## src/rtl/accel_sample_fifo.sv

```systemverilog
// accel_sample_fifo
//   Periodically captures the accelerometer Y/Z pair into a circular FIFO so
//   firmware reads a time-ordered sample stream over the picorv32 look-ahead
//   bus. A level IRQ is raised while the fill level is at or above a
//   programmable threshold.
//
// Ports
//   clk           system clock, all logic on posedge
//   resetn        asynchronous active-low reset
//   y_value       Y sample from accelerometer_reader
//   z_value       Z sample from accelerometer_reader
//   mem_la_read   CPU look-ahead read strobe
//   mem_la_write  CPU look-ahead write strobe
//   mem_la_addr   CPU look-ahead address
//   mem_la_wdata  CPU look-ahead write data
//   rdata         registered read data, valid the cycle after a read strobe
//   rdata_hit     one-cycle pulse marking rdata as belonging to this block
//   irq           level interrupt request
//
// Register window (offsets from BASE_ADDR)
//   0x0 DATA   R  : {z, y} of oldest entry, read pops; empty reads 0
//   0x4 STATUS R  : {16'b0, count, 5'b0, overflow, full, empty}
//   0x8 CTRL   RW : bit0 enable, bit1 irq_en, bits[15:8] threshold
//   0xC CLEAR  W  : bit0 flush FIFO, bit1 clear overflow; reads 0
module accel_sample_fifo #(
  parameter int unsigned DEPTH      = 16,
  parameter int unsigned SAMPLE_DIV = 100000,
  parameter logic [31:0] BASE_ADDR  = 32'h4000_0000
) (
  input  logic        clk,
  input  logic        resetn,
  input  logic [15:0] y_value,
  input  logic [15:0] z_value,
  input  logic        mem_la_read,
  input  logic        mem_la_write,
  input  logic [31:0] mem_la_addr,
  input  logic [31:0] mem_la_wdata,
  output logic [31:0] rdata,
  output logic        rdata_hit,
  output logic        irq
);

  localparam int unsigned PW = $clog2(DEPTH);
  localparam int unsigned CW = PW + 1;
  localparam int unsigned DW = (SAMPLE_DIV > 2) ? $clog2(SAMPLE_DIV) : 1;

  localparam logic [DW-1:0] DIV_LAST   = DW'(SAMPLE_DIV - 1);
  localparam logic [CW-1:0] FULL_COUNT = CW'(DEPTH);

  localparam logic [31:0] ADDR_DATA   = BASE_ADDR;
  localparam logic [31:0] ADDR_STATUS = BASE_ADDR + 32'h4;
  localparam logic [31:0] ADDR_CTRL   = BASE_ADDR + 32'h8;
  localparam logic [31:0] ADDR_CLEAR  = BASE_ADDR + 32'hC;

  // Bus handshake: a strobe (mem_la_read / mem_la_write) is a single-cycle
  // request with no back-pressure; it is accepted on the posedge where it is
  // high. Reads answer with rdata/rdata_hit registered on that same edge, so
  // they are visible for exactly the following cycle. Writes update state on
  // that same edge. Only exact matches on the four word addresses decode.
  logic rd_data, rd_status, rd_ctrl, rd_clear, rd_hit;
  logic wr_ctrl, wr_clear;

  assign rd_data   = mem_la_read  && (mem_la_addr == ADDR_DATA);
  assign rd_status = mem_la_read  && (mem_la_addr == ADDR_STATUS);
  assign rd_ctrl   = mem_la_read  && (mem_la_addr == ADDR_CTRL);
  assign rd_clear  = mem_la_read  && (mem_la_addr == ADDR_CLEAR);
  assign rd_hit    = rd_data || rd_status || rd_ctrl || rd_clear;
  assign wr_ctrl   = mem_la_write && (mem_la_addr == ADDR_CTRL);
  assign wr_clear  = mem_la_write && (mem_la_addr == ADDR_CLEAR);

  logic          enable;
  logic          irq_en;
  logic [7:0]    threshold;
  logic [DW-1:0] divider;
  logic [PW-1:0] wr_ptr;
  logic [PW-1:0] rd_ptr;
  logic [CW-1:0] count;
  logic          overflow;
  logic [31:0]   mem [DEPTH];

  logic [7:0] count8;
  logic       empty, full;
  logic       push, pop, flush, ovf_clr;
  logic       do_push, do_pop, ovf_set;
  logic [31:0] read_word;

  assign count8 = 8'(count);
  assign empty  = (count == '0);
  assign full   = (count == FULL_COUNT);

  assign push    = enable && (divider == DIV_LAST);
  assign pop     = rd_data && !empty;
  assign flush   = wr_clear && mem_la_wdata[0];
  assign ovf_clr = wr_clear && mem_la_wdata[1];

  // A flush discards any same-cycle push. A push into a full FIFO is only
  // lost when no pop frees the slot in the same cycle.
  assign do_push = push && !flush && (!full || pop);
  assign do_pop  = pop && !flush;
  assign ovf_set = push && !flush && full && !pop;

  // Write-data bits with no register behind them.
  logic unused_wdata;
  assign unused_wdata = ^{mem_la_wdata[31:16], mem_la_wdata[7:2]};

  // STATUS reflects the registered count, i.e. the value before any
  // push/pop happening on the same edge.
  always_comb begin
    read_word = 32'h0;
    if (rd_data) begin
      read_word = empty ? 32'h0 : mem[rd_ptr];
    end else if (rd_status) begin
      read_word = {16'h0, count8, 5'b0, overflow, full, empty};
    end else if (rd_ctrl) begin
      read_word = {16'h0, threshold, 6'b0, irq_en, enable};
    end
  end

  always_ff @(posedge clk or negedge resetn) begin
    if (!resetn) begin
      rdata     <= 32'h0;
      rdata_hit <= 1'b0;
      enable    <= 1'b0;
      irq_en    <= 1'b0;
      threshold <= 8'h0;
      divider   <= '0;
      wr_ptr    <= '0;
      rd_ptr    <= '0;
      count     <= '0;
      overflow  <= 1'b0;
      irq       <= 1'b0;
    end else begin
      rdata     <= read_word;
      rdata_hit <= rd_hit;

      if (wr_ctrl) begin
        enable    <= mem_la_wdata[0];
        irq_en    <= mem_la_wdata[1];
        threshold <= mem_la_wdata[15:8];
      end

      // Divider is parked at 0 while disabled so the first sample lands a
      // full SAMPLE_DIV cycles after enabling.
      if (!enable) begin
        divider <= '0;
      end else if (divider == DIV_LAST) begin
        divider <= '0;
      end else begin
        divider <= divider + DW'(1);
      end

      if (flush) begin
        wr_ptr <= '0;
        rd_ptr <= '0;
        count  <= '0;
      end else begin
        if (do_push) wr_ptr <= wr_ptr + PW'(1);
        if (do_pop)  rd_ptr <= rd_ptr + PW'(1);
        if (do_push && !do_pop) begin
          count <= count + CW'(1);
        end else if (do_pop && !do_push) begin
          count <= count - CW'(1);
        end
      end

      // Clear beats a same-cycle set.
      if (ovf_clr) begin
        overflow <= 1'b0;
      end else if (ovf_set) begin
        overflow <= 1'b1;
      end

      irq <= irq_en && (threshold != 8'h0) && (count8 >= threshold);
    end
  end

  // Sample storage is deliberately not reset.
  always_ff @(posedge clk) begin
    if (do_push) mem[wr_ptr] <= {z_value, y_value};
  end

endmodule

```

## config.mk

```make
export PLATFORM = sky130hd
export DESIGN_NAME = accel_sample_fifo
export DESIGN_NICKNAME = d
export VERILOG_FILES = /design/src/rtl/accel_sample_fifo.sv
export SDC_FILE = /design/constraint.sdc
export NUM_CORES = 1
export LEC_CHECK = 0
export ABC_CLOCK_PERIOD_IN_PS = 6400
export CAP_MARGIN = 40
export CELL_PAD_IN_SITES_DETAIL_PLACEMENT = 1
export CELL_PAD_IN_SITES_GLOBAL_PLACEMENT = 2
export CORE_MARGIN = 5
export CORE_UTILIZATION = 50
export DETAILED_ROUTE_END_ITERATION = 10
export DONT_BUFFER_PORTS = 1
export MAX_ROUTING_LAYER = met4
export PLACE_DENSITY_LB_ADDON = 0.08
export SLEW_MARGIN = 20
export SYNTH_ARGS = -nofsm -noshare
export SYNTH_HDL_FRONTEND = slang
export SYNTH_SLANG_ARGS = --single-unit
```

## constraint.sdc

```tcl
create_clock -name clk -period 6.4 [get_ports clk]
set_clock_uncertainty 0.15 [all_clocks]
set_input_delay 1.6 -clock clk [delete_from_list [all_inputs] [get_ports clk]]
set_output_delay 1.6 -clock clk [all_outputs]
set_load 0.01 [all_outputs]
```

==> run metrics, run 1 <==
Layout Nets 1263; Yosys reg bits 587; fin cells 1796; Setup WS pre-CTS 1350 ps; drt wl/cell 29.1 um; core area 45400 um^2; CTS tree done; vias in the first global route 11748; IO buf count 0; Final setup viols 0; post-cts resize count 0; Worst Max-Slew Pin Slew 735 ps; most common cell after layout, fill and taps aside edfxtp_1; YS warnings 0; Detail Route Antenna Nets 0; Hold Crit Endpoint overflow$_DFFE_PN0P_; Post-CTS Setup Bufs 0; leading cell types in the layout, fill and taps excluded 512 x edfxtp_1, 145 x mux4_2, 71 x dfrtp_1; path depth of the worst reg2reg path 8; first-pass GRT wire length 78500 um; remaining routing DRC violations 0; hold path cells 1; slew margin rel. 51.0%; Hold Crit Class flip-flop to flip-flop; FF-to-FF setup slack 2340 ps; Post-DP HPWL 29500 um; Layout area overhead 12.7%; Worst Min Path Start overflow$_DFFE_PN0P_; CP Data Arrival Time 4550 ps; P_leak 8.37 nW; total CTS buffers 59; worst r2r src divider[0]$_DFF_PN0_; Gate Count Post-Synth 1097; dpl cells 1686; Antenna Cells 0; antenna violations before repair 0; distinct cell type count after synthesis 58; hold buffers post-CTS 0; clock root cell clkbuf_16; Max-Cap Viols 0; drt first pass iters 5; setup TNS 0 ps; maximum vdd ir drop 346 uV; Final Hold Viols 0; minimum clock period 4450 ps; setup ws final 1950 ps; fillers 3835; Final Max Slew Viols 0; Async SR Flop Fraction 12.8%; initial DRC count 915; outcome complete, no violations; mapped cell area 23000 um^2; register area share after synthesis 75.1%; total grt overflow 0; largest net degree at the start of global routing 82; reg2reg end mem[9][18]$_DFFE_PP_; GRT Total Usage 21.7%; Worst setup EP type flip-flop; PD cells 290 nW/um^2; GP Congestion 0.742; fin crit share 69.6%; RSZ-0062 raised after global routing no; Post-synth EDFFs 512; Mean Syn Cell Area 21.0 um^2; H-tree Lvls 2; Setup crit start kind input pin; Max Buffers Root-to-Sink 3; Die Ht 224 um; Clock transition at path regs 60 ps; clk sinks 587; CP Class input pin to flip-flop; WL final 52200 um; die width 224 um; Peak Freq 225 MHz; WP data required 6500 ps; Vias/cell 6.04; via count 10855; Starting Density 50.7%; Top FF cell, synth edfxtp_1; Skew-Pair Late Insertion Delay 610 ps; layout cells sized above 1 27.8%; Final Core Density 57.1%; Syn Nets 1213; Critical Path Fanout Max 24; FP Rows 78; I/O pin cnt 134; die area 50400 um^2
metrics by stage:
stage	hold WS (ps)	instance area [um^2]	total power [W]
after floorplan	300	23000	0.00425
after global placement	328	23900	0.00425
after detailed placement	362	24000	0.00425
after CTS	377	25900	0.00759
after global routing	380	25900	0.00779
final	374	25900	0.00751
worst max-delay path: stages:
cell and delay, ps:
nor4_2 380, nand4_2 250, o311ai_4 580, nand3_2 340, or3_1 570, nor2_4 360
buf_4 470
how the worst max path moves through the flow:
| stage | startpoint | slack (ps) | depth (start not counted) | endpoint |
|---|---|---|---|---|
| detailed placement | mem_la_addr[13] | 1350 | 7 | mem[9][26]$_DFFE_PP_ |
| global route | mem_la_addr[9] | 1880 | 7 | mem[9][18]$_DFFE_PP_ |
| CTS | mem_la_addr[13] | 1990 | 7 | mem[9][18]$_DFFE_PP_ |
| floorplan | mem_la_addr[25] | -90 | 5 | mem[3][0]$_DFFE_PP_ |
| finish | mem_la_addr[13] | 1950 | 7 | mem[9][18]$_DFFE_PP_ |
| global placement | mem_la_addr[13] | 1400 | 7 | mem[8][26]$_DFFE_PP_ |
layout make-up:
| class | count | area, um^2 | share of cell area [%] |
|---|---|---|---|
| tap | 600 | 751 | 2.90 |
| inverter | 19 | 71.3 | 0.275 |
| clock inverter | 32 | 244 | 0.941 |
| multi-input combinational | 439 | 5530 | 21.3 |
| sequential | 587 | 17300 | 66.6 |
| clock buffer | 78 | 1640 | 6.32 |
| timing repair buffer | 41 | 418 | 1.61 |
Yosys cell counts (4+ instances only):
cell type	count	share of area [%]
nand2_1	26	0.42
clkbuf_1	25	0.41
nand3_1	13	0.28
mux2i_1	16	0.70
nor2_1	31	0.51
xor2_1	14	0.53
o21ai_0	13	0.28
nand2b_1	4	0.11
dfrtp_1	75	8.2
edfxtp_1	512	67
buf_1	10	0.16
and2_1	21	0.57
buf_2	13	0.28
buf_4	4	0.13
ha_1	15	0.82
nor3_1	12	0.26
and4_1	4	0.15
nor4_2	4	0.22
inv_1	18	0.29
a21oi_1	14	0.30
mux4_2	145	14
nor4_1	6	0.16
a21o_1	6	0.20
a222oi_1	4	0.17
xnor2_1	7	0.27
mux2_2	16	0.78
a22oi_1	7	0.23
nand4_1	9	0.24
and3_1	8	0.22
a221oi_1	5	0.19
sequential cells by signal (all words and copies together) (netlist names):
register	cells
count	5
divider	17
enable	1
irq	1
irq_en	1
mem	512
overflow	1
rd_ptr	4
rdata	32
rdata_hit	1
threshold	8
wr_ptr	4
metal layers:
| metal | GRT usage (%) | up-vias | share of wire, % |
|---|---|---|---|
| met5 | - | - | 0 |
| met3 | 3.54 | 61 | 4.7 |
| met2 | 34.9 | 247 | 50 |
| met4 | 4.48 | 0 | 1.4 |
| met1 | 30.2 | 5929 | 44 |
| li1 | - | 4618 | - |
logic make-up after synthesis:
kind of cell,after synthesis,synth area share [%]
XOR/XNOR,21,0.800
AND/OR/NAND/NOR,160,4.20
AO/OA/AOI/OAI,65,2.06
multiplexers,177,15.7
flip-flops,587,75.1
buffers and inverters,71,1.30
adder cells (fa/ha/maj),16,0.904
report_power, final:
| part | leakage [nW] | internal (W) | switching, W |
|---|---|---|---|
| sequential | 5.63 | 0.00416 | 0.000000000000997 |
| clock | 0.941 | 0.00192 | 0.00143 |
| combinational | 1.80 | 0.00000257 | 0.00000158 |
| total | 8.37 | 0.00608 | 0.00143 |
Note: power is estimated with default switching activity, not from simulation.
==> run 2: changes to the inputs <==
- ABC_CLOCK_PERIOD_IN_PS: 6400 -> 4500
- clock period: 6.4 -> 4.5 ns (I/O delays scaled with it)
==> run metrics, run 2 (synthesized netlist as in run 1, its figures left out) <==
outcome complete, no violations (unchanged); FP Rows 78 (unchanged); total power 0.0108 W (was 0.00751 W); fin area 26000 um^2 (was 25900 um^2); antenna violations before repair 0 (unchanged); Storage cell area 17300 um^2 (unchanged); vias in the first global route 11795 (was 11748); Setup WS pre-CTS 281 ps (was 1350 ps); Reg power frac 54.8% (was 55.4%); Die Ht 224 um (unchanged); Detail Route Antenna Nets 0 (unchanged); CTS tree done (unchanged); Final Max Slew Viols 0 (unchanged); minimum clock period 3760 ps; Worst setup EP type flip-flop (unchanged); clock root cell clkbuf_16 (unchanged); Largest Register mem (unchanged); GP Congestion 0.750 (was 0.742); crit path from divider[0]$_DFF_PN0_ (was mem_la_addr[13]); path depth of the worst reg2reg path 12 (was 8); WL final 52000 um (was 52200 um); reg2reg end count[4]$_DFFE_PN0P_ (was mem[9][18]$_DFFE_PP_); Max-Cap Viols 0 (unchanged); FF-to-FF setup slack 740 ps (was 2340 ps); Starting Density 50.7% (unchanged); Post-DP HPWL 29100 um (was 29500 um); total grt overflow 0 (unchanged); total CTS buffers 59 (unchanged); Sw Ratio 19.1% (was 19.0%); Worst Max-Slew Pin Slew 806 ps (was 735 ps); Layout area overhead 13.2% (was 12.7%); Critical Path Sink count[4]$_DFFE_PN0P_ (was mem[9][18]$_DFFE_PP_); Max Buffers Root-to-Sink 3 (unchanged); drt first pass iters 5 (unchanged); CP Data Arrival Time 4100 ps (was 4550 ps); die area 50400 um^2 (unchanged); max reg flops 512 (unchanged); Antenna Cells 0 (unchanged); CP Class flip-flop to flip-flop (was input pin to flip-flop); maximum vdd ir drop 333 uV (was 346 uV); IO buf count 0 (unchanged); Final Hold Viols 0 (unchanged); drt wl/cell 28.8 um (was 29.1 um); WP data required 4840 ps (was 6500 ps); slew margin rel. 46.3% (was 51.0%); initial DRC count 833 (was 915); via count 10851 (was 10855); core area 45400 um^2 (unchanged); first-pass GRT wire length 78900 um (was 78500 um); worst r2r src divider[0]$_DFF_PN0_ (unchanged); Peak Freq 266 MHz; Final Core Density 57.4% (was 57.1%); Net Sw Power 0.00206 W (was 0.00143 W); fin cells 1806 (was 1796); post-cts resize count 0 (unchanged); Post-CTS Setup Bufs 0 (unchanged); Critical Path Fanout Max 8 (was 24); RSZ-0062 raised after global routing no (unchanged); PD cells 415 nW/um^2 (was 290 nW/um^2); hold buffers post-CTS 0 (unchanged); Multi-input gate area 5570 um^2 (was 5530 um^2); dpl cells 1694 (was 1686); GRT Total Usage 21.7% (about the same); most common cell after layout, fill and taps aside edfxtp_1 (unchanged); Layout Nets 1271 (was 1263); clock share of power 45.1% (was 44.5%); P_int 0.00874 W (was 0.00608 W); largest net degree at the start of global routing 76 (was 82); Final setup viols 0 (unchanged); clk sinks 587 (unchanged); dpl cell area 24100 um^2 (was 24000 um^2); remaining routing DRC violations 0 (unchanged); P_leak 8.40 nW (was 8.37 nW); combinational power share 0.1% (about the same); I/O pin cnt 134 (unchanged); fin crit share 83.6%; Vias/cell 6.01 (was 6.04); setup ws final 740 ps (was 1950 ps); fillers 3826 (was 3835); layout cells sized above 1 27.8% (about the same); Setup crit start kind flip-flop (was input pin); Hold Crit Class input pin to async pin (was flip-flop to flip-flop); Clock transition at path regs 60 ps (about the same); Skew-Pair Late Insertion Delay 630 ps (was 610 ps); leading cell types in the layout, fill and taps excluded 512 x edfxtp_1, 145 x mux4_2, 71 x dfrtp_1 (unchanged); Regs by FF count mem x512, rdata x32, divider x17 (unchanged); die width 224 um (unchanged); H-tree Lvls 2 (unchanged)
==> run 2: layout make-up <==
| cell class | instances | share of cell area [%] |
|---|---|---|
| sequential | 587 | 66.3 |
| inverter | 19 | 0.274 |
| clock inverter | 34 | 1.26 |
| multi-input combinational | 439 | 21.4 |
| timing repair buffer | 49 | 1.65 |
| clock buffer | 78 | 6.22 |
| tap | 600 | 2.88 |
==> run 2: power by group through the flow <==
stage / registers [W] / clock network (W) / logic, W
finish: 0.00592 / 0.00488 / 0.00000602
global route: 0.00592 / 0.00526 / 0.00000662
CTS: 0.00592 / 0.00498 / 0.00000608
detailed placement: 0.00603 / 0 / 0.00000602
global placement: 0.00603 / 0 / 0.00000589
floorplan: 0.00603 / 0 / 0.00000524
==> run 2: per-stage QoR <==
stage	hold slack, ps	setup TNS [ps]
finish	48.5	0
global route	14.9	0
CTS	6.08	0
detailed placement	320	0
global placement	311	0
floorplan	300	-187110
==> run 2: how the worst min path moves through the flow <==
stage	start	endpoint	cells past startpoint
detailed placement	overflow$_DFFE_PN0P_	rdata[2]$_DFF_PN0_	1
global route	resetn	rdata[24]$_DFF_PN0_	0
global placement	overflow$_DFFE_PN0P_	rdata[2]$_DFF_PN0_	1
finish	resetn	rdata[16]$_DFF_PN0_	0
CTS	resetn	rdata[6]$_DFF_PN0_	0
floorplan	overflow$_DFFE_PN0P_	rdata[2]$_DFF_PN0_	1
==> run 2: layer usage <==
| metal | vias up | part of all wire [%] | track usage, % |
|---|---|---|---|
| met5 | - | 0 | - |
| met2 | 275 | 50 | 34.5 |
| met4 | 0 | 1.9 | 4.95 |
| li1 | 4638 | - | - |
| met1 | 5870 | 43 | 29.9 |
| met3 | 68 | 5.3 | 4.03 |
==> run 2: critical path, cell delays in order, from the launching register on <==
cell and delay, ps:
dfrtp_1 440, ha_1 350, inv_2 70, nor4_1 520
and4_1 320, nand4_1 360, fa_1 550, a21o_1 200
a21o_1 190, inv_1 90, nand2_1 70, a41oi_1 250
nand2_1 80
==> run 3: changes to the inputs <==
- ABC_CLOCK_PERIOD_IN_PS: 4500 -> 3300
- CORE_UTILIZATION: 50 -> 45
- clock period: 4.5 -> 3.3 ns (I/O delays scaled with it)
==> run metrics, run 3 (synthesized netlist as in run 1, its figures left out) <==
outcome complete, no violations (unchanged); P_leak 8.90 nW (was 8.40 nW); Sw Ratio 18.6% (was 19.1%); drt wl/cell 28.0 um (was 28.8 um); most common cell after layout, fill and taps aside edfxtp_1 (unchanged); total grt overflow 0 (unchanged); path depth of the worst reg2reg path 11 (was 12); crit-path max cell delay 390 ps (was 550 ps); die width 236 um (was 224 um); first-pass GRT wire length 81500 um (was 78900 um); FP Rows 82 (was 78); initial DRC count 854 (was 833); Post-DP HPWL 33200 um (was 29100 um); CP most frequent cell buf_4; Final setup viols 0 (unchanged); CP Data Arrival Time 3320 ps (was 4100 ps); largest net degree at the start of global routing 76 (unchanged); Die Ht 236 um (was 224 um); clock share of power 46.9% (was 45.1%); PD cells 561 nW/um^2 (was 415 nW/um^2); reg2reg end mem[10][12]$_DFFE_PP_ (was count[4]$_DFFE_PN0P_); via count 11025 (was 10851); Critical Path Fanout Max 7 (was 8); Reg power frac 52.9% (was 54.8%); IO buf count 0 (unchanged); Layout area overhead 18.4% (was 13.2%); Final Hold Viols 0 (unchanged); clk sinks 587 (unchanged); CP Depth 11 (was 12); vias in the first global route 11914 (was 11795); combinational power share 0.2% (was 0.1%); crit path from divider[0]$_DFF_PN0_ (unchanged); Critical Path Sink mem[10][12]$_DFFE_PP_ (was count[4]$_DFFE_PN0P_); Clock transition at path regs 60 ps (about the same); layout cells sized above 1 31.4% (was 27.8%); WL final 54000 um (was 52000 um); GP Congestion 0.754 (was 0.750); Peak Freq 317 MHz (was 266 MHz); I/O pin cnt 134 (unchanged); post-cts resize count 0 (unchanged); worst r2r src divider[0]$_DFF_PN0_ (unchanged); Detail Route Antenna Nets 0 (unchanged); maximum vdd ir drop 582 uV (was 333 uV); dpl cell area 25100 um^2 (was 24100 um^2); total power 0.0153 W (was 0.0108 W); fin cells 1930 (was 1806); Vias/cell 5.71 (was 6.01); Net Sw Power 0.00283 W (was 0.00206 W); CTS tree done (unchanged); Largest Register mem (unchanged); slowest CP cell nor4_1 (was fa_1); FF-to-FF setup slack 150 ps (was 740 ps); fin area 27200 um^2 (was 26000 um^2); Hold Crit Class input pin to flip-flop (was input pin to async pin); antenna violations before repair 1 (was 0); RSZ-0062 raised after global routing no (unchanged); WP data required 3460 ps (was 4840 ps); CP delay by family, top simple AND/OR/NAND/NOR gates (unchanged); P_int 0.0124 W (was 0.00874 W); clock root cell clkbuf_16 (unchanged); Layout Nets 1324 (was 1271); Regs by FF count mem x512, rdata x32, divider x17 (unchanged); remaining routing DRC violations 0 (unchanged); dpl cells 1815 (was 1694); CP Class flip-flop to flip-flop (unchanged); worst path cell trace ha_1 -> inv_2 -> nor4_1 -> buf_4 -> and4_1 -> buf_4 -> nand3_4 -> or3_1 -> buf_4 -> nor2_4 -> buf_4 (was ha_1 -> inv_2 -> nor4_1 -> and4_1 -> nand4_1 -> fa_1 -> a21o_1 -> a21o_1 -> inv_1 -> nand2_1 -> a41oi_1 -> nand2_1); Max-Cap Viols 0 (unchanged); Max Buffers Root-to-Sink 3 (unchanged); core area 50400 um^2 (was 45400 um^2); die area 55700 um^2 (was 50400 um^2); minimum clock period 3150 ps (was 3760 ps); drt first pass iters 4 (was 5); Final Max Slew Viols 0 (unchanged); total CTS buffers 60 (was 59); setup TNS 0 ps (unchanged); Starting Density 45.6% (was 50.7%); Worst setup EP type flip-flop (unchanged); Skew-Pair Late Insertion Delay 610 ps (was 630 ps); slew margin rel. 46.2% (was 46.3%); leading cell types in the layout, fill and taps excluded 512 x edfxtp_1, 145 x mux4_2, 71 x dfrtp_1 (unchanged); CP bufs+invs 5 (was 2); GRT Total Usage 20.2% (was 21.7%); H-tree Lvls 2 (unchanged); fin crit share 95.5% (was 83.6%); max reg flops 512 (unchanged); fillers 4358 (was 3826); Setup crit start kind flip-flop (unchanged); Worst Max-Slew Pin Slew 807 ps (was 806 ps)
run 3: changes by cell type in the layout (fill, tap and decap cells not counted), moves of 2 or more:
cell	before	now
buf_12	5	39
buf_4	44	52
buf_6	0	8
nor3_2	8	0
nor3_4	0	8
bufinv_16	5	12
clkinv_1	11	4
clkbuf_8	5	3
nor4_2	4	2
nor4_4	7	9
run 3: worst min path at each step:
stage	from	to	depth (start not counted)
4_1_cts	z_value[7]	mem[12][23]$_DFFE_PP_	0
3_3_place_gp	overflow$_DFFE_PN0P_	rdata[2]$_DFF_PN0_	1
2_1_floorplan	overflow$_DFFE_PN0P_	rdata[2]$_DFF_PN0_	1
6_report	y_value[15]	mem[14][15]$_DFFE_PP_	0
3_5_place_dp	overflow$_DFFE_PN0P_	rdata[2]$_DFF_PN0_	1
5_1_grt	z_value[7]	mem[12][23]$_DFFE_PP_	0
run 3: layer usage:
layer	wire length [um]	vias to the layer above	track usage, %
li1	-	4762	-
met1	23200	5943	27.5
met5	0	-	-
met4	794	0	3.99
met2	27400	262	32.6
met3	2630	58	3.60
run 3: per-stage QoR:
stage	hold slack, ps	setup WS, ps	util [%]
floorplan	300	-353	-
global placement	330	-404	49.6
detailed placement	335	-230	49.8
CTS	105	120	54.0
global route	111	43.4	54.0
finish	155	147	54.0
run 3: layout make-up:
class                      count  area [um^2]  area share, %
antenna                        1         2.50        0.00919
sequential                   587        17300           63.4
clock inverter                35          497           1.82
tap                          672          841           3.09
multi-input combinational    439         5660           20.8
clock buffer                  76         1590           5.85
timing repair buffer         101         1300           4.77
inverter                      19         71.3          0.262
run 3: what timing repair did:
item                                    CTS  global route
hold endpoints to repair                 75             0
hold buffers                              2             0
buffers inserted                          0             1
endpoints found under the setup margin    0             1
run 3: worst register-to-register path: stages (launching register included):
cell and delay, ps:
dfrtp_1 360, ha_1 200, inv_2 40, nor4_1 390, buf_4 190, and4_1 240
buf_4 140, nand3_4 170, or3_1 360, buf_4 180, nor2_4 210, buf_4 230
run 3: power by group through the flow:
stage / Combinational [W] / Clock (W) / Sequential (W)
2_1_floorplan: 0.00000829 / 0 / 0.00823
3_3_place_gp: 0.00000901 / 0 / 0.00823
3_5_place_dp: 0.00000909 / 0 / 0.00823
4_1_cts: 0.0000384 / 0.00734 / 0.00807
5_1_grt: 0.0000419 / 0.00771 / 0.00807
6_report: 0.0000354 / 0.00715 / 0.00807
